--- src/rtl/score_lives_keeper_pkg.sv ---
// Shared types and helpers for the Pac-Man game bookkeeping logic.
// The object codes and phase encoding match what the sprite controllers
// and the display logic expect.
package score_lives_keeper_pkg;

   // Object codes reported by pacman_loc_ctrl after each move
   typedef enum logic [3:0] {
      COLL_NONE  = 4'd0,
      COLL_WALL  = 4'd1,
      COLL_PILL  = 4'd2,
      COLL_POWER = 4'd3,
      COLL_GHOST = 4'd4
   } coll_e;

   // Game phase as seen on the phase output
   typedef enum logic [1:0] {
      PHASE_PLAY     = 2'd0,
      PHASE_HIT_HOLD = 2'd1,
      PHASE_CLEAR    = 2'd2,
      PHASE_OVER     = 2'd3
   } phase_e;

   // Plain constants for the FSM state register (legacy-compatible form)
   localparam logic [1:0] ST_PLAY     = 2'd0;
   localparam logic [1:0] ST_HIT_HOLD = 2'd1;
   localparam logic [1:0] ST_CLEAR    = 2'd2;
   localparam logic [1:0] ST_OVER     = 2'd3;

   // One BCD digit add: returns {carry_out, digit}. Inputs are assumed to be
   // valid BCD (0..9), so the raw sum never exceeds 19.
   function automatic logic [4:0] bcd_digit_add(input logic [3:0] a,
                                                 input logic [3:0] b,
                                                 input logic       cin);
      logic [4:0] raw;
      raw = {1'b0, a} + {1'b0, b} + {4'd0, cin};
      if (raw > 5'd9) begin
         bcd_digit_add = {1'b1, 4'(raw - 5'd10)};
      end else begin
         bcd_digit_add = {1'b0, raw[3:0]};
      end
   endfunction

endpackage

--- src/rtl/score_lives_keeper_adder.sv ---
// Adds a single BCD digit to a 4-digit BCD score. The carry ripples through
// all four digits combinationally; any carry out of the thousands digit
// clamps the result to 9999.
import score_lives_keeper_pkg::*;

module bcd_saturating_adder (
   input  logic [15:0] score_in,
   input  logic [3:0]  addend,
   output logic [15:0] score_out
);

   logic [4:0] d0_s;
   logic [4:0] d1_s;
   logic [4:0] d2_s;
   logic [4:0] d3_s;

   // Ripple the carry digit by digit and saturate on overflow
   always_comb begin
      d0_s = bcd_digit_add(score_in[3:0],   addend, 1'b0);
      d1_s = bcd_digit_add(score_in[7:4],   4'd0,   d0_s[4]);
      d2_s = bcd_digit_add(score_in[11:8],  4'd0,   d1_s[4]);
      d3_s = bcd_digit_add(score_in[15:12], 4'd0,   d2_s[4]);
      if (d3_s[4]) begin
         score_out = 16'h9999;
      end else begin
         score_out = {d3_s[3:0], d2_s[3:0], d1_s[3:0], d0_s[3:0]};
      end
   end

endmodule

--- src/rtl/score_lives_keeper.sv ---
// Game bookkeeping: BCD score, pills remaining, lives and the game phase.
// Collision reports from pacman_loc_ctrl and the ghost-contact level feed a
// small phase FSM that also drives the sprite/map reset requests.
import score_lives_keeper_pkg::*;

module score_lives_keeper #(
   parameter int unsigned PILL_TOTAL  = 244,
   parameter int unsigned START_LIVES = 3,
   parameter logic [3:0]  PILL_PTS    = 4'd1,
   parameter logic [3:0]  POWER_PTS   = 4'd5,
   parameter int unsigned HOLD_CYCLES = 250000000
) (
   input  logic        CLOCK_50,
   input  logic        reset_n,
   input  logic        new_game,
   input  logic        move_done,
   input  logic [3:0]  collision_type,
   input  logic        ghost_hit,
   output logic [15:0] score_bcd,
   output logic [8:0]  pills_left,
   output logic [2:0]  lives,
   output logic [1:0]  phase,
   output logic        sprite_reset,
   output logic        map_reload
);

   localparam int unsigned     CNT_W      = (HOLD_CYCLES > 1) ? $clog2(HOLD_CYCLES) : 1;
   localparam logic [CNT_W-1:0] HOLD_LOAD = CNT_W'(HOLD_CYCLES - 1);
   localparam logic [8:0]      PILLS_INIT = 9'(PILL_TOTAL);
   localparam logic [2:0]      LIVES_INIT = 3'(START_LIVES);

   logic [15:0]      score_r;
   logic [8:0]       pills_r;
   logic [2:0]       lives_r;
   logic [1:0]       phase_r;
   logic [CNT_W-1:0] hold_cnt_r;
   logic             ghost_prev_r;
   logic             sprite_reset_r;
   logic             map_reload_r;

   logic [15:0]      score_nxt_s;
   logic [8:0]       pills_nxt_s;
   logic [2:0]       lives_nxt_s;
   logic [1:0]       phase_nxt_s;
   logic [CNT_W-1:0] hold_cnt_nxt_s;
   logic             map_reload_nxt_s;

   logic             pill_strobe_s;
   logic             ghost_edge_s;
   logic [3:0]       addend_s;
   logic [15:0]      score_sum_s;

   assign pill_strobe_s = move_done & ((collision_type == COLL_PILL) |
                                       (collision_type == COLL_POWER));
   assign addend_s      = (collision_type == COLL_POWER) ? POWER_PTS : PILL_PTS;
   // The previous ghost level is sampled every cycle regardless of phase, so
   // contact that persists across a phase change never looks like a new edge.
   assign ghost_edge_s  = ghost_hit & ~ghost_prev_r;

   bcd_saturating_adder u_adder (
      .score_in  (score_r),
      .addend    (addend_s),
      .score_out (score_sum_s)
   );

   // Next-state logic for the phase FSM and all bookkeeping counters
   always_comb begin
      score_nxt_s      = score_r;
      pills_nxt_s      = pills_r;
      lives_nxt_s      = lives_r;
      phase_nxt_s      = phase_r;
      hold_cnt_nxt_s   = hold_cnt_r;
      map_reload_nxt_s = 1'b0;

      if (new_game) begin
         score_nxt_s    = 16'h0000;
         pills_nxt_s    = PILLS_INIT;
         lives_nxt_s    = LIVES_INIT;
         phase_nxt_s    = ST_PLAY;
         hold_cnt_nxt_s = {CNT_W{1'b0}};
      end else begin
         case (phase_r)
            ST_PLAY: begin
               // Pill credit first; ghost handling sees the updated pill count
               if (pill_strobe_s) begin
                  score_nxt_s = score_sum_s;
                  if (pills_r != 9'd0) begin
                     pills_nxt_s = pills_r - 9'd1;
                  end else begin
                     pills_nxt_s = 9'd0;
                  end
               end else begin
                  score_nxt_s = score_r;
               end

               if (pill_strobe_s && (pills_nxt_s == 9'd0)) begin
                  // Clearing the board takes priority over a ghost hit
                  phase_nxt_s      = ST_CLEAR;
                  hold_cnt_nxt_s   = HOLD_LOAD;
                  map_reload_nxt_s = 1'b1;
               end else if (ghost_edge_s) begin
                  if (lives_r != 3'd0) begin
                     lives_nxt_s = lives_r - 3'd1;
                  end else begin
                     lives_nxt_s = 3'd0;
                  end
                  if (lives_nxt_s == 3'd0) begin
                     phase_nxt_s = ST_OVER;
                  end else begin
                     phase_nxt_s    = ST_HIT_HOLD;
                     hold_cnt_nxt_s = HOLD_LOAD;
                  end
               end else begin
                  phase_nxt_s = ST_PLAY;
               end
            end
            ST_HIT_HOLD: begin
               if (hold_cnt_r == {CNT_W{1'b0}}) begin
                  phase_nxt_s = ST_PLAY;
               end else begin
                  hold_cnt_nxt_s = hold_cnt_r - 1'b1;
               end
            end
            ST_CLEAR: begin
               if (hold_cnt_r == {CNT_W{1'b0}}) begin
                  phase_nxt_s = ST_PLAY;
                  pills_nxt_s = PILLS_INIT;
               end else begin
                  hold_cnt_nxt_s = hold_cnt_r - 1'b1;
               end
            end
            ST_OVER: begin
               phase_nxt_s = ST_OVER;
            end
            default: begin
               phase_nxt_s = ST_PLAY;
            end
         endcase
      end
   end

   // State registers; outputs are taken straight from registers
   always_ff @(posedge CLOCK_50 or negedge reset_n) begin
      if (!reset_n) begin
         score_r        <= 16'h0000;
         pills_r        <= PILLS_INIT;
         lives_r        <= LIVES_INIT;
         phase_r        <= ST_PLAY;
         hold_cnt_r     <= {CNT_W{1'b0}};
         ghost_prev_r   <= 1'b0;
         sprite_reset_r <= 1'b0;
         map_reload_r   <= 1'b0;
      end else begin
         score_r        <= score_nxt_s;
         pills_r        <= pills_nxt_s;
         lives_r        <= lives_nxt_s;
         phase_r        <= phase_nxt_s;
         hold_cnt_r     <= hold_cnt_nxt_s;
         ghost_prev_r   <= ghost_hit;
         sprite_reset_r <= (phase_nxt_s != ST_PLAY);
         map_reload_r   <= map_reload_nxt_s;
      end
   end

   assign score_bcd    = score_r;
   assign pills_left   = pills_r;
   assign lives        = lives_r;
   assign phase        = phase_r;
   assign sprite_reset = sprite_reset_r;
   assign map_reload   = map_reload_r;

endmodule

--- config.mk ---
export PLATFORM = sky130hd
export DESIGN_NAME = score_lives_keeper
export DESIGN_NICKNAME = d
export VERILOG_FILES = /design/src/rtl/score_lives_keeper_pkg.sv /design/src/rtl/score_lives_keeper_adder.sv /design/src/rtl/score_lives_keeper.sv
export SDC_FILE = /design/constraint.sdc
export NUM_CORES = 1
export LEC_CHECK = 0
export ABC_AREA = 1
export CAP_MARGIN = 20
export CORE_ASPECT_RATIO = 0.7
export CORE_MARGIN = 8
export CORE_UTILIZATION = 64
export CTS_CLUSTER_DIAMETER = 50
export DETAILED_ROUTE_END_ITERATION = 12
export DONT_BUFFER_PORTS = 1
export GPL_ROUTABILITY_DRIVEN = 0
export HOLD_SLACK_MARGIN = 0.1
export PLACE_DENSITY = 0.83
export SKIP_CTS_REPAIR_TIMING = 1
export SYNTH_ARGS = -nofsm -noshare
export SYNTH_HDL_FRONTEND = slang
export SYNTH_SLANG_ARGS = --single-unit
--- constraint.sdc ---
create_clock -name CLOCK_50 -period 6.1 [get_ports CLOCK_50]
set_clock_uncertainty 0.2 [all_clocks]
set_input_delay 1.22 -clock CLOCK_50 [delete_from_list [all_inputs] [get_ports CLOCK_50]]
set_output_delay 1.22 -clock CLOCK_50 [all_outputs]
set_load 0.01 [all_outputs]
==> run metrics, run 1 <==
total grt overflow=0; Pwr Total=roughly 1.1 mW; worst vdd rail ir drop=around 0.16 mV; Slowest cell on crit path=or2_2; critical path type=input port to register; Longest Clk Path Bufs=2; top_reg_cell synth=dfrtp_1; Critical Path RT=around 6.1 ns; CTS buffer count=9; CTS Sinks=approximately 60; Antenna Diode Count=0; async set-reset flop share out of synthesis=100%; Routed WL=approximately 11000 um; Setup WS pre-CTS=-0.283 ns; Post-Syn Area per Cell=around 7.2 um^2; 1st-pass router iterations=6; Final Hold Viols=0; vias per cell=between 6 and 7; total vias in the final route=between 4k and 5k; fin nets=a little over 600; Initial Utilization=between 60% and 70%; # DRC=0; adder-cell share of the synthesized area=~5.6%; I/O pins=41; Worst-path clk slew=about 0.08 ns; clock latency on the worst-skew pair=around 0.36 ns; Pleak=2.14 nW; Top cell by count, worst path=inv_1; CTS tree=done; Final Critical Period=roughly 6.0 ns; Hold Crit Class=register to register; GRT Overall Usage=22.7%; number of synthesis warnings=0; max capacitance violation total=0; Die Ht=between 80 and 90 um; max_slew headroom=40.2%; vias in the first global route=roughly 3.6k; Die Span X=approximately 110 um; cell area after synthesis=4220 um^2; number of synthesized flops with an enable pin=0; final slew viol count=0; Crit Path Max Fanout=5; share of the synthesized area in the top cell type=roughly a third; setup violators final=0; Gate Count Post-Synth=roughly 580; Synth Register Bits=slightly above 60; initial antenna violation count=0; fmax=approximately 170 MHz; PortBufs=0; worst stage delay on the critical path=roughly 0.32 ns; Detail Route Antenna Nets=0; hpwl dp=roughly 7300 um; critical path endpoint category=register; Cell variety after synth=41; syn nets=roughly 610; multiplexer share of the synthesized area=0%; actual slew at the worst max-slew pin=a little under 0.9 ns; Compound-Gate Fraction of Synth Area=between 15 and 20%; Synth Area in XOR/XNOR=around 4%; post-synth top area cell=dfrtp_1; global-route wire length before repair=about 18000 um; worst path arrival time=roughly 6 ns; clk root buf=clkbuf_8; CP startpoint kind=input port; final worst slack=around 0.12 ns; run status=finished clean; pin count of the biggest net entering global routing=62; H-tree depth=3; share of cells above drive strength 1=14.9%; share of the yosys chip area belonging to registers=between 30% and 40%; post-synthesis simple-gate area fraction=between 20% and 30%; num rows=24; top cells by area, synth=dfrtp_1, nand2_1, nor2_1, o21ai_0, ha_1; core area=between 6000 and 7000 um^2; PD cells=~250 nW/um^2; wire per inst=between 15 and 20 um; R2R Setup Slk=0.76 ns; largest family of logic cells by synthesized area=simple AND/OR/NAND/NOR gates; detailed router's first-iteration violation count=between 400 and 500; die area=between 9000 and 10000 um^2; area delta synth->final=10.7%; Final period util=approximately 98%; hold_ws=0.291 ns
[cells in the final DEF (no fill, tap or decap), types with 4 or more instances in the layout]
cell type / instances
a21oi_1: 16
a22oi_1: 5
buf_4: 9
clkbuf_8: 12
dfrtp_1: 54
dfstp_2: 7
ha_1: 13
ha_4: 4
inv_1: 59
inv_2: 5
nand2_1: 147
nand2_2: 5
nand3_1: 45
nand4_1: 7
nor2_1: 65
nor2_2: 4
nor3_1: 10
o21ai_0: 46
o21ai_2: 21
o22ai_1: 4
xnor2_1: 6
xor2_1: 9
[where the power goes]
group / internal [mW] / switching [mW]
Clock: 0.222 / 0.167
Sequential: 0.442 / 0.0501
Combinational: 0.0896 / 0.177
Total: 0.754 / 0.394
[cells in the mapped netlist, drive strengths merged (2+ instances only)]
library cell,count
o21ai,70
a22oi,5
xnor2,7
a22o,2
nor4,3
o211ai,2
buf,9
xor2,12
nand4,7
nor2,70
dfstp,7
nand3,47
inv,64
and2,3
a21oi,19
nor3,10
o21bai,2
dfrtp,54
or2,2
clkbuf,6
nand2,152
o22ai,4
ha,19
[registers in the layout, indices dropped and copies added, names as in the netlist]
name	cells
lives	3
phase	2
score_bcd	16
sprite_reset	1
pills_left	9
hold_cnt_r	28
map_reload	1
ghost_prev_r	1
[cell families (layout without fill, tap and decap cells)]
kind of cell	count (synthesis)	after routing
AO/OA/AOI/OAI	108	108
XOR/XNOR	19	19
adder cells (fa/ha/maj)	19	19
buffers and inverters	80	92
flip-flops	61	61
AND/OR/NAND/NOR	297	297
[worst max-delay path: cells and delay by family]
family | cells | cell delay (ns)
adders and majority gates | 7 | 1.35
and+or+nand+nor | 10 | 1.10
AOI/OAI and AO/OA | 8 | 1.09
xor gates and xnor gates | 3 | 0.61
buffers and inverters | 7 | 0.60
[layout make-up]
type | count | area (um^2)
fill | 447 | 1630
clock inverter | 3 | 42.5
sequential | 61 | 1540
multi-input combinational | 443 | 2490
clock buffer | 13 | 169
tap | 78 | 97.6
timing repair buffer | 11 | 98.8
inverter | 65 | 244
[final timing paths]
check,to,start,cells past startpoint
max reg2reg,score_bcd[3]$_DFFE_PN0P_,score_bcd[2]$_DFFE_PN0P_,32
min,hold_cnt_r[1]$_DFFE_PN0P_,hold_cnt_r[1]$_DFFE_PN0P_,2
max,score_bcd[3]$_DFFE_PN0P_,collision_type[3],35
min in group asynchronous,score_bcd[3]$_DFFE_PN0P_,reset_n,0
min reg2reg,hold_cnt_r[1]$_DFFE_PN0P_,hold_cnt_r[1]$_DFFE_PN0P_,2
max in group asynchronous,pills_left[2]$_DFFE_PN1P_,reset_n,0
[per-layer routing]
layer / vias up / part of all wire [%] / global-route usage, %
met5: - / 0 / 0
met4: 0 / 2.0 / 7.59
met3: 30 / 10 / 7.59
met2: 233 / 44 / 34.2
met1: 1872 / 43 / 29.7
li1: 1926 / - / -
[stage by stage]
step / area (um^2) / cells / TNS, ns / utilization (%)
2_1_floorplan: 4230 / 584 / 0 / -
3_3_place_gp: 4270 / 653 / 0 / 67.7
3_5_place_dp: 4270 / 653 / -2.11 / 67.7
4_1_cts: 4480 / 669 / -0.0540 / 71.1
5_1_grt: 4680 / 674 / -0.391 / 74.1
6_report: 4680 / 674 / 0 / 74.1
Power figures use the tool's default switching activity.
==> run 2, diff against run 1 <==
CORE_UTILIZATION = 58   (was 64)
DONT_BUFFER_PORTS = not set   (was 1)
PLACE_DENSITY = 0.84   (was 0.83)
==> run metrics, run 2 (same netlist as run 1, synthesis figures left out) <==
worst path arrival time=5.91 ns (-0.10 ns); setup tns final=0 ns (unchanged); PortBufs=40 (+40); Placed Area=4790 um^2 (+12%); detailed router's first-iteration violation count=404 (-9.0%); pin count of the biggest net entering global routing=62 (unchanged); global-route wire length before repair=17400 um (-1.2%); 1st-pass router iterations=6 (unchanged); Worst-path clk slew=0.07 ns (about the same); actual slew at the worst max-slew pin=0.961 ns (+0.0706 ns); Final Hold Viols=0 (unchanged); met3 WL=859 um (-27%); fmax=170 MHz (+1.6%); WL met1=4830 um (+0.27%); setup violators final=0 (unchanged); I/O pins=41 (unchanged); GRT Overall Usage=20.4% (-2.2 points); Routed WL=11000 um (-1.7%); worst vdd rail ir drop=0.157 mV (+1.0%); run status=finished clean; Pleak=2.39 nW (+12%); commonest non-fill, non-tap cell in the layout=nand2_1; vias in the first global route=3767 (+4.0%); num rows=26 (+8.3%); hold path start=hold_cnt_r[1]$_DFFE_PN0P_; CTS tree=done; H-tree depth=3 (unchanged); RR Startpoint=score_bcd[0]$_DFFE_PN0P_; commonest non-fill, non-tap cells in the layout=nand2_1, nor2_1, inv_1; Slowest cell on crit path=clkdlybuf4s50_1; wire per inst=14.7 um (-12%); total grt overflow=0 (unchanged); die area=10300 um^2 (+8.6%); Longest Clk Path Bufs=2 (unchanged); max_slew headroom=35.5% (-4.7 points); clock latency on the worst-skew pair=0.34 ns (-0.02 ns); Critical Path RT=6.12 ns (about the same); vias per cell=5.57 (-7.5%); DR WL met2=5120 um (+3.1%); Final period util=96.5% (-1.5 points); Pwr Total=1.21 mW (+5.8%); Crit Path Max Fanout=2 (-3); # DRC=0 (unchanged); core area=7190 um^2 (+14%); Antenna Diode Count=0 (unchanged); Hold Crit Class=register to register; CP startpoint kind=input port; CTS buffer count=9 (unchanged); Hold Path Stages=2 (unchanged); Setup crit start=collision_type[1]; clk root buf=clkbuf_8; post-route cell area=5250 um^2 (+12%); max reg flops=28 (unchanged); Biggest register=hold_cnt_r; R2R depth=32 (unchanged); final core occ=73.0% (-1.2 points); hpwl dp=7560 um (+3.0%); max capacitance violation total=0 (unchanged); Top Layer Used=met4; Worst path top cell family by delay=adder cells; Buf/Inv on CP=8 (+1); Die Ht=87.4 um (+4.1%); final slew viol count=0 (unchanged); worst stage delay on the critical path=0.49 ns (+0.17 ns); PD cells=231 nW/um^2 (-5.7%); Top cell by count, worst path=ha_4; area delta synth->final=24.3%; Die Span X=118 um (+4.3%); fin nets=674 (+8.9%); share of cells above drive strength 1=17.4% (+2.4 points); Crit path depth=35 (unchanged); critical path type=input port to register; initial antenna violation count=0 (unchanged); Detail Route Antenna Nets=0 (unchanged); Initial Utilization=58.7% (-8.2 points); critical path endpoint category=register; Final Critical Period=5.89 ns (-0.0925 ns); total vias in the final route=4174 (+2.8%); CTS Sinks=61 (unchanged)
run 2: per-layer routing:
metal | up-vias | global-route usage (%)
li1 | 2031 | -
met1 | 1955 | 26.3
met2 | 169 | 32.3
met3 | 19 | 5.83
met4 | 0 | 7.41
met5 | - | 0
run 2: where the power goes:
group | switching, mW | internal, mW
combinational | 0.187 | 0.105
clock | 0.158 | 0.274
sequential | 0.0475 | 0.442
run 2: through the flow:
step           hold slack (ns)  worst slack, ns  instances
6_report                 0.289            0.214        749
3_5_place_dp             0.276           -0.661        727
3_3_place_gp             0.264           -0.270        727
4_1_cts                  0.291           -0.329        743
5_1_grt                  0.325          -0.0589        749
2_1_floorplan            0.255           0.0347        584
run 2: final timing paths:
check                           slack [ns]                          to
worst min register to register        0.29   hold_cnt_r[1]$_DFFE_PN0P_
worst max register to register        1.29    score_bcd[2]$_DFFE_PN0P_
worst max-delay path                  0.21    score_bcd[2]$_DFFE_PN0P_
min in group asynchronous             0.85    score_bcd[5]$_DFFE_PN0P_
worst min-delay path                  0.29   hold_cnt_r[1]$_DFFE_PN0P_
max in group asynchronous             4.34  hold_cnt_r[26]$_DFFE_PN0P_
run 2: layout make-up:
cell class                 count  area, um^2
sequential                    61        1540
clock inverter                 3        65.1
timing repair buffer          66         608
tap                           98         123
fill                         539        1940
inverter                      65         244
clock buffer                  13         179
multi-input combinational    443        2490
run 2: worst register-to-register path, delay by kind of cell, from the launching register on:
kind,cells,cell delay [ns]
buffers and inverters,7,0.60
AND/OR/NAND/NOR,7,0.74
flip-flops,1,0.44
AO/OA/AOI/OAI,7,0.88
adder cells (fa/ha/maj),8,1.31
XOR/XNOR,3,0.54
==> run 3, diff against run 2 <==
SKIP_CTS_REPAIR_TIMING = not set   (was 1)
==> run metrics, run 3 (same netlist as run 1, synthesis figures left out) <==
final slew viol count=0 (unchanged); Top cell by count, worst path=ha_4; core area=7190 um^2 (unchanged); Worst-path clk slew=0.07 ns (about the same); CP startpoint kind=input port; initial antenna violation count=0 (unchanged); final core occ=74.3% (+1.3 points); CTS buffer count=9 (unchanged); run status=finished clean; die area=10300 um^2 (unchanged); Routed WL=11700 um (+6.4%); DR WL met2=5530 um (+8.1%); CTS Sinks=61 (unchanged); clock latency on the worst-skew pair=0.34 ns (about the same); commonest non-fill, non-tap cells in the layout=nand2_1, nor2_1, inv_1; detailed router's first-iteration violation count=503 (+25%); GRT Overall Usage=21.5% (+1.1 points); final worst slack=0.0396 ns (-0.174 ns); Initial Utilization=58.7% (unchanged); fmax=165 MHz (-2.9%); WL met1=5040 um (+4.2%); Antenna Diode Count=0 (unchanged); fin nets=685 (+1.6%); PD cells=229 nW/um^2 (-1.1%); worst path arrival time=6.10 ns (+0.19 ns); CTS tree=done; Top Layer Used=met4; actual slew at the worst max-slew pin=0.895 ns (-0.0654 ns); total vias in the final route=4340 (+4.0%); Critical Path RT=6.14 ns (+0.02 ns); commonest non-fill, non-tap cell in the layout=nand2_1; num rows=26 (unchanged); # DRC=0 (unchanged); Placed Area=4790 um^2 (unchanged); total grt overflow=0 (unchanged); RSZ-0062 raised after global routing=true; R2R depth=30 (-6.3%); H-tree depth=3 (unchanged); met3 WL=817 um (-4.9%); area delta synth->final=26.5%; vias in the first global route=3855 (+2.3%); global-route wire length before repair=18200 um (+4.9%); worst vdd rail ir drop=0.157 mV (-0.36%); vias per cell=5.71 (+2.5%); Cells after DPL=727 (unchanged); Pleak=2.44 nW (+2.0%); post-route cell area=5340 um^2 (+1.8%); hpwl dp=7560 um (unchanged); max reg flops=28 (unchanged); clk root buf=clkbuf_8; post-route insts no fill=760 (+1.5%); Die Ht=87.4 um (unchanged); Setup crit start=collision_type[2]; crit path to=score_bcd[9]$_DFFE_PN0P_; Biggest register=hold_cnt_r; critical path endpoint category=register; Die Span X=118 um (unchanged); 1st-pass router iterations=5 (-1); Slowest cell on crit path=clkdlybuf4s50_1; RR Startpoint=score_bcd[2]$_DFFE_PN0P_; Setup WS pre-CTS=-0.661 ns (unchanged); max_slew headroom=39.9% (+4.4 points); I/O pins=41 (unchanged); Hold Crit Class=register to register; reg-to-reg endpoint=score_bcd[9]$_DFFE_PN0P_; Final period util=99.4% (+2.9 points); wire per inst=15.4 um (+4.9%); critical path type=input port to register; Crit Path Max Fanout=4 (+2); cts-stage hold buffer count=0; share of cells above drive strength 1=18.7% (+1.4 points); worst stage delay on the critical path=0.42 ns (-0.07 ns); Final Hold Viols=0 (unchanged); setup violators final=0 (unchanged); max capacitance violation total=0 (unchanged); Detail Route Antenna Nets=0 (unchanged); R2R Setup Slk=1.12 ns (-0.17 ns); Final Critical Period=6.06 ns (+0.174 ns); PortBufs=40 (unchanged); pin count of the biggest net entering global routing=62 (unchanged); Longest Clk Path Bufs=2 (unchanged)
-- run 3: stage by stage --
| step | TNS (ns) | power, mW | hold slack, ns |
|---|---|---|---|
| 4_1_cts | 0 | 1.21 | 0.291 |
| 2_1_floorplan | 0 | 0.702 | 0.255 |
| 5_1_grt | -1.25 | 1.29 | 0.325 |
| 3_5_place_dp | -9.00 | 0.777 | 0.276 |
| 6_report | 0 | 1.22 | 0.288 |
| 3_3_place_gp | -3.20 | 0.765 | 0.264 |
-- run 3: worst max-delay path, delay by kind of cell --
family	cells	cell delay (ns)
simple gates	7	0.85
compound gates	6	0.88
buf+inv	9	1.09
fa+ha+maj	8	1.38
xor+xnor	4	0.71
-- run 3: repair_timing --
action                                 4_1_cts  5_1_grt
pin swaps                                    5        9
setup endpoints to repair                   15       16
endpoints found under the hold margin        0        0
setup buffers                               10        6
resized for setup                           18       25
-- run 3: cell type report --
cell class,count,area (um^2)
Tap cell,98,123
Sequential cell,61,1540
Multi-Input combinational cell,443,2510
Inverter,65,244
Clock buffer,13,179
Fill cell,514,1850
Clock inverter,3,65.1
Timing Repair Buffer,77,688
-- run 3: worst min path at each step --
stage                         startpoint                         to  slack [ns]  depth (start not counted)
2_1_floorplan  hold_cnt_r[0]$_DFFE_PN0P_  hold_cnt_r[0]$_DFFE_PN0P_        0.25                          2
3_3_place_gp   hold_cnt_r[0]$_DFFE_PN0P_  hold_cnt_r[0]$_DFFE_PN0P_        0.26                          2
3_5_place_dp   hold_cnt_r[1]$_DFFE_PN0P_  hold_cnt_r[1]$_DFFE_PN0P_        0.28                          2
4_1_cts        hold_cnt_r[1]$_DFFE_PN0P_  hold_cnt_r[1]$_DFFE_PN0P_        0.29                          2
5_1_grt        hold_cnt_r[0]$_DFFE_PN0P_  hold_cnt_r[0]$_DFFE_PN0P_        0.33                          2
6_report       hold_cnt_r[0]$_DFFE_PN0P_  hold_cnt_r[0]$_DFFE_PN0P_        0.29                          2
-- run 3: per-layer routing --
layer  up-vias  GRT usage [%]
met2       184           33.8
met1      2072           28.0
met4         0           7.99
met5         -              0
li1       2049              -
met3        35           5.76
-- run 3: where the power goes --
part	internal (mW)	total (mW)	leakage (nW)	switching, mW
logic	0.109	0.298	1.53	0.190
registers	0.442	0.490	0.792	0.0476
clock network	0.274	0.435	0.126	0.161
